File: config.mk
export PLATFORM = sky130hd
export DESIGN_NAME = switch_allocator3
export DESIGN_NICKNAME = d
export VERILOG_FILES = /design/src/rtl/switch_allocator3.sv
export SDC_FILE = /design/constraint.sdc
export NUM_CORES = 1
export LEC_CHECK = 0
export CORE_MARGIN = 2
export CORE_UTILIZATION = 49
export CTS_BUF_LIST = sky130_fd_sc_hd__clkbuf_4
export DETAILED_ROUTE_END_ITERATION = 8
export GPL_ROUTABILITY_DRIVEN = 0
export HOLD_SLACK_MARGIN = 0.05
export PLACE_DENSITY_LB_ADDON = 0.12
export RECOVER_POWER = 100
export REMOVE_ABC_BUFFERS = 1
export SLEW_MARGIN = 20
export SYNTH_ARGS = -nofsm -noshare
export SYNTH_HDL_FRONTEND = slang
export SYNTH_SLANG_ARGS = --single-unit
File: constraint.sdc
create_clock -name clk -period 3.9 [get_ports clk]
set_input_delay 0.78 -clock clk [delete_from_list [all_inputs] [get_ports clk]]
set_output_delay 0.78 -clock clk [all_outputs]
set_load 0.02 [all_outputs]
File: src/rtl/switch_allocator3.sv
// switch_allocator3: wormhole switch allocator for a three-port chain node.
// Port 0 is local, port 1 faces lower node IDs, port 2 faces higher node IDs.
// Each output is locked to one input from its head flit until the packet's
// tail flit has been transferred. Contention for an idle output is resolved
// by a per-output round-robin pointer.
module switch_allocator3 #(
  parameter logic [3:0] NODE_ID   = 4'd0,
  parameter int         NUM_PORTS = 3
) (
  input  logic                 clk,
  input  logic                 rst,
  input  logic [NUM_PORTS-1:0] in_valid,
  input  logic [15:0]          in_flit  [0:NUM_PORTS-1],
  output logic [NUM_PORTS-1:0] in_pop,
  input  logic [NUM_PORTS-1:0] out_full,
  output logic [NUM_PORTS-1:0] out_send,
  output logic [15:0]          out_flit [0:NUM_PORTS-1]
);

  // Per-input state: set while the input owns an output.
  logic [NUM_PORTS-1:0] bound;

  // Per-output state.
  logic [NUM_PORTS-1:0] locked;
  logic [1:0]           owner     [NUM_PORTS];
  logic [4:0]           remaining [NUM_PORTS];
  logic [1:0]           rr_ptr    [NUM_PORTS];

  // Combinational allocation signals.
  logic [1:0]           route     [NUM_PORTS];
  logic [NUM_PORTS-1:0] req       [NUM_PORTS];
  logic [NUM_PORTS-1:0] gnt_valid;
  logic [1:0]           gnt_idx   [NUM_PORTS];
  logic [NUM_PORTS-1:0] xfer;

  // Destination-ID routing on the linear chain.
  function automatic logic [1:0] route_of(input logic [3:0] dest);
    if (dest == NODE_ID)     return 2'd0;
    else if (dest < NODE_ID) return 2'd1;
    else                     return 2'd2;
  endfunction

  // Decode each head flit and raise requests from free, valid inputs.
  always_comb begin
    // NOTE: every always_comb output gets a default first so no path leaves it
    // unassigned; an unassigned path would infer a latch.
    for (int i = 0; i < NUM_PORTS; i++) begin
      route[i] = route_of(in_flit[i][15:12]);
    end
    for (int o = 0; o < NUM_PORTS; o++) begin
      req[o] = '0;
      for (int i = 0; i < NUM_PORTS; i++) begin
        if (in_valid[i] && !bound[i] && (route[i] == 2'(o))) begin
          req[o][i] = 1'b1;
        end
      end
    end
  end

  // Round-robin pick per output: first requester at or after the pointer.
  // Scanning from the farthest offset down lets the nearest one win.
  always_comb begin
    int idx;
    idx = 0;
    for (int o = 0; o < NUM_PORTS; o++) begin
      gnt_valid[o] = 1'b0;
      gnt_idx[o]   = 2'd0;
      for (int k = NUM_PORTS - 1; k >= 0; k--) begin
        idx = (int'(rr_ptr[o]) + k) % NUM_PORTS;
        if (req[o][idx]) begin
          gnt_valid[o] = 1'b1;
          gnt_idx[o]   = 2'(idx);
        end
      end
    end
  end

  // Pass-through datapath of locked outputs; pops and sends are forced low in reset.
  always_comb begin
    in_pop = '0;
    for (int o = 0; o < NUM_PORTS; o++) begin
      xfer[o]     = 1'b0;
      out_flit[o] = '0;
      if (locked[o]) begin
        out_flit[o] = in_flit[owner[o]];
        xfer[o]     = in_valid[owner[o]] && !out_full[o] && !rst;
      end
    end
    for (int o = 0; o < NUM_PORTS; o++) begin
      if (xfer[o]) begin
        in_pop[owner[o]] = 1'b1;
      end
    end
    out_send = xfer;
  end

  // Lock on grant, count down the packet, release after the tail flit.
  always_ff @(posedge clk) begin
    // NOTE: state registers use non-blocking assignments so every update in
    // this block sees the values from before the clock edge.
    if (rst) begin
      // NOTE: the per-output arrays are a handful of flops, not a memory, so
      // they are all reset to give a known allocator state after reset.
      bound  <= '0;
      locked <= '0;
      for (int o = 0; o < NUM_PORTS; o++) begin
        owner[o]     <= 2'd0;
        remaining[o] <= 5'd0;
        rr_ptr[o]    <= 2'd0;
      end
    end else begin
      for (int o = 0; o < NUM_PORTS; o++) begin
        if (!locked[o]) begin
          if (gnt_valid[o]) begin
            locked[o]         <= 1'b1;
            owner[o]          <= gnt_idx[o];
            remaining[o]      <= 5'(in_flit[gnt_idx[o]][11:8]) + 5'd1;
            rr_ptr[o]         <= (gnt_idx[o] == 2'(NUM_PORTS - 1)) ? 2'd0 : gnt_idx[o] + 2'd1;
            bound[gnt_idx[o]] <= 1'b1;
          end
        end else if (xfer[o]) begin
          remaining[o] <= remaining[o] - 5'd1;
          if (remaining[o] == 5'd1) begin
            locked[o]       <= 1'b0;
            bound[owner[o]] <= 1'b0;
          end
        end
      end
    end
  end

endmodule
After elaboration in Yosys (flattened, before gate mapping)
Memories as Yosys holds them, arrays and structs flattened.
Cells that the tools add are included.

operators by class
  bitwise logic cells = 29
  order comparisons = 30
  shift-type cells = 0
  divide/modulo/power cells = 9
  equality and inequality tests = 12
  multiply operators = 0
  multiplexer cells = 169
  reductions and logical operators = 37
  $add $sub $neg = 15

operator list
  cell                                                          count
  less-than comparator 32 x 4 -> 1 bit (second input constant)  9
  binary-select mux 16 bit (select 2 bit)                       6
  remainder unit 32 x 3 -> 32 bit (second input constant)       6
  two-way mux 16 bit                                            9
  remainder unit 3 x 3 -> 32 bit (second input constant)        3
  two-way mux 1 bit                                             83
  two-way mux 12 bit                                            6
  two-way mux 3 bit                                             17
  two-way mux 2 bit                                             24
  two-way mux 5 bit                                             6
  binary-select mux 1 bit (select 2 bit)                        12
  logical AND 1 bit                                             24
  >= comparator 3 bit (second input constant)                   6
  less-than comparator 2 x 3 -> 1 bit (second input constant)   6
  NOT 2 -> 3 bit                                                6
  adder 4 x 1 -> 5 bit (second input constant)                  3
  == test 5 x 1 -> 1 bit (second input constant)                3
  OR 3 bit                                                      5
  subtractor 5 x 1 -> 5 bit (second input constant)             3
  demux 1 bit (select 2 bit)                                    6
  == test 2 bit (second input constant)                         6
  >= comparator 2 x 1 -> 1 bit (second input constant)          6
  logical NOT 4 bit                                             3
  less-than comparator 4 x 1 -> 1 bit (second input constant)   3
  9 further kinds                                               40

word-level totals
  register bits after elaboration = 6
  RAM bits = 27
  memories = 3
  input port bits = 56
  logic and storage cells = 306
  latch bits = 0
  memory bits (read-only) = 0
  output and inout bits = 54

memories
  name       words  width  read ports  clocked after memory_dff  wr ports  line  text
  remaining  3      5      3           0                         3         26    logic [4:0] remaining [NUM_PORTS];
  owner      3      2      3           0                         3         25    logic [1:0] owner [NUM_PORTS];
  rr_ptr     3      2      3           0                         3         27    logic [1:0] rr_ptr [NUM_PORTS];

Longest topological paths before layout
  word-level depth = 29
  mapped depth = 12
  mapped depth without buffers = 11

Worst setup path before layout
OpenSTA, ideal clock, no wires.

  path type = input port to flip-flop
  from = in in_flit[13] (netlist name)
  to = mem remaining[2][2], data pin
  setup slack = 842 ps
  data arrival time = 2801 ps
  required time = 3644 ps
  stages on the path = 8
  buffers on the path = 0
  cell sequence = or4_4 -> nand3_1 -> nand4_2 -> nor3_4 -> mux2_1 -> mux2_2 -> xor2_1 -> a22o_1

RTL lines
  element      line  text
  from (decl)  13    input logic [15:0] in_flit [0:NUM_PORTS-1],
  to (decl)    26

==> results.sh <==
export IMPL_place_area_um2=4640
export IMPL_synth_common_cells="nor2_1 (70), mux2i_1 (39), nand2_1 (37)"
export IMPL_ir_drop_mv=0.194
export IMPL_power_frac_comb_pct=61.1
export IMPL_fillers=587
export IMPL_synth_avg_cell_area_um2=7.77
export IMPL_numCtsBuffers=5
export IMPL_slew_violations=0
export IMPL_max_slew_margin_pct=33.9
export IMPL_required_ps=3120
export IMPL_clk_pin_slew_ps=100
export IMPL_fp_row_count=30
export IMPL_ctsHtreeMaxLevel=2
export IMPL_die_y_um=87.4
export IMPL_crit_arrival_ps=2910
export IMPL_r2r_cells=10
export IMPL_antenna_found_initial=0
export IMPL_synthArstFlopShare_pct=0
export IMPL_numPortBuffers=109
export IMPL_path_cells="buf_4, nor2b_1, clkbuf_1, a21oi_1, nor2_1, dlygate4sd3_1"
export IMPL_grt_pass1_wl_um=18200
export IMPL_ios=110
export IMPL_drive_gt1_share_pct=6.36
export IMPL_cts_root_buffer="clkbuf_4"
export IMPL_hold_buffers=0
export IMPL_drt_iter0_drc=241
export IMPL_setup_violations_final=0
export IMPL_first_global_vias=3773
export IMPL_cap_violations=0
export IMPL_yosysMostFrequentCell="nor2_1"
export IMPL_power_total_mw=1.71
export IMPL_area_growth_pct=36.0
export IMPL_fin_crit_ps=3690
export IMPL_dr_pass1_iters=4
export IMPL_die_area_um2=7650
export IMPL_slowest_delay_ps=760
export IMPL_synth_mux_area_share_pct=12.1
export IMPL_status="completed"
export IMPL_worstMarginPinSlew_ps=992
export IMPL_regArea_um2=811
export IMPL_ys_seq_elements=29
export IMPL_synthAdderAreaFrac_pct=6.27
export IMPL_synth_main_ff_cell="edfxtp_1"
export IMPL_final_nets=621
export IMPL_synth_xor_xnor_area_share_pct=3.59
export IMPL_p_seq_share_pct=27.3
export IMPL_synth_simple_gate_area_share_pct=30.1
export IMPL_place_hpwl_um=8280
export IMPL_worstSetupEndpointType="output pin"
export IMPL_swShare_pct=44.6
export IMPL_cts_tree="done"
export IMPL_worstSkewPairLatency_ps=350
export IMPL_cp_max_fo=21
export IMPL_cp_endpoint="out_flit[46]"
export IMPL_grt_usage_pct=29.9
export IMPL_die_w_um=87.4
export IMPL_post_cts_setup_buffer_count=0
export IMPL_crit_start="owner[0][1]$_SDFFCE_PP0P_"
export IMPL_p_leak_nw=1.92
export IMPL_worstReg2RegEnd="remaining[0][2]$_SDFFCE_PN0P_"
export IMPL_cts_resized=0
export IMPL_stdcell_area_um2=4640
export IMPL_clock_sinks=29
export IMPL_grt_max_degree=22
export IMPL_wire_per_inst_um=17.8
export IMPL_core_um2=6760
export IMPL_synthTopCellsByArea="edfxtp_1 (20%), mux2i_1 (11%), nor2_1 (7.7%)"
export IMPL_skew_ps=5.41
export IMPL_rsz0062_at_grt="false"
export IMPL_hp_class="flop to flop"
export IMPL_gr_total_overflow=0
export IMPL_syn_area_um2=3410
export IMPL_multi_input_area_um2=2380
export IMPL_path_class="flop to output pin"
export IMPL_drc_errors=0
export IMPL_tns_ps=0
export IMPL_ant_nets=0
export IMPL_powerDensity_nw_per_um2=368
export IMPL_initial_core_util_pct=50.5
export IMPL_p_int_mw=0.947
export IMPL_yosys_area_top_type_share_pct=20.2
export IMPL_place_ws_ps=170
export IMPL_synth_compound_area_share_pct=19.1
export IMPL_clkPwrFrac_pct=11.6
export IMPL_yosys_area_top_type="edfxtp_1"
export IMPL_vias=3754
export IMPL_fin_crit_sh_pct=94.6
export IMPL_finalWirelength_um=11200
export IMPL_slowest_stage="clkbuf_1"
export IMPL_synth_edf_count=23
export IMPL_synthCells=439
export IMPL_synth_top_family_by_area="simple AND/OR/NAND/NOR gates"
export IMPL_setup_ws_ps=210
export IMPL_setup_worst_path_start_class="flop"
export IMPL_ys_seq_area_share_pct=23.8
export IMPL_vias_per_cell=5.96
export IMPL_clock_fmax_mhz=271
export IMPL_ys_types=59
export IMPL_clockBufferDepth=2
export IMPL_switchingPower_mw=0.761
export IMPL_yosysWarningCount=0
export IMPL_timing_final_hold_violations=0
export IMPL_antenna_cells=0
export IMPL_finish_utilization_pct=68.7
export IMPL_reg2reg_slack_ps=950
export IMPL_rr_startpoint="rr_ptr[0][0]$_SDFFCE_PP0P_"
==> how the worst min path moves through the flow <==
stage / from / to / slack (ps) / cells after the start
after floorplan: bound[2]$_SDFF_PP0_ / bound[2]$_SDFF_PP0_ / 560 / 2
after global placement: bound[2]$_SDFF_PP0_ / bound[2]$_SDFF_PP0_ / 620 / 2
after detailed placement: bound[2]$_SDFF_PP0_ / bound[2]$_SDFF_PP0_ / 620 / 2
after CTS: bound[2]$_SDFF_PP0_ / bound[2]$_SDFF_PP0_ / 650 / 2
after global routing: bound[2]$_SDFF_PP0_ / bound[2]$_SDFF_PP0_ / 680 / 2
final: bound[1]$_SDFF_PP0_ / bound[1]$_SDFF_PP0_ / 650 / 2
==> worst max-delay path: cells and delay by family (launching register included) <==
family / cells / cell delay (ps)
and+or+nand+nor: 2 / 290
buffers and inverters: 3 / 1740
AOI/OAI and AO/OA: 1 / 160
DFF: 1 / 370
==> cells in the final DEF, fill, tap and decap left out, drive strengths merged, types with 10 or more instances in the layout <==
cell type and n:
a21oi 33, and2 34, buf 15, clkbuf 10, clkdlybuf4s50 63, dlygate4sd3 46, edfxtp 23, ha 16
inv 19, mux2i 39, nand2 37, nand3 12, nor2 70, nor3 14, o21ai 21
==> per-stage QoR <==
stage | instances | hold slack (ps)
floorplan | 415 | 558
global placement | 622 | 618
detailed placement | 622 | 619
CTS | 630 | 645
global route | 630 | 684
finish | 630 | 651
==> state kept, by name, indices dropped and copies added, names as in the netlist <==
| register | flops |
|---|---|
| remaining | 15 |
| owner | 4 |
| rr_ptr | 4 |
| bound | 3 |
| locked | 3 |
==> power by group through the flow <==
stage / Sequential [mW] / Combinational (mW) / Clock (mW)
after floorplan: 0.493 / 0.663 / 0
after global placement: 0.469 / 1.05 / 0
after detailed placement: 0.473 / 1.07 / 0
after CTS: 0.465 / 1.08 / 0.195
after global routing: 0.474 / 1.13 / 0.209
final: 0.466 / 1.04 / 0.198
==> layer usage <==
metal	routed length (µm)	part of all wire, %	track usage (%)	vias up
met5	0	0	0	-
met4	296	2.6	11.2	0
met3	939	8.4	5.50	28
met2	5360	48	50.3	194
met1	4590	41	38.1	1739
li1	-	-	-	1793
==> logic make-up after synthesis <==
family,after synthesis
flops,29
compound gates,93
xor+xnor,14
mux,41
buf+inv,44
simple gates,201
fa+ha+maj,17
==> layout make-up <==
type                            count  area share [%]
Sequential cell                    29            17.5
Tap cell                           80            2.16
Timing Repair Buffer              127            26.2
Clock buffer                        7            1.13
Inverter                           20            1.62
Multi-Input combinational cell    366            51.4
Clock inverter                      1          0.0809
Power figures use the tool's default switching activity.
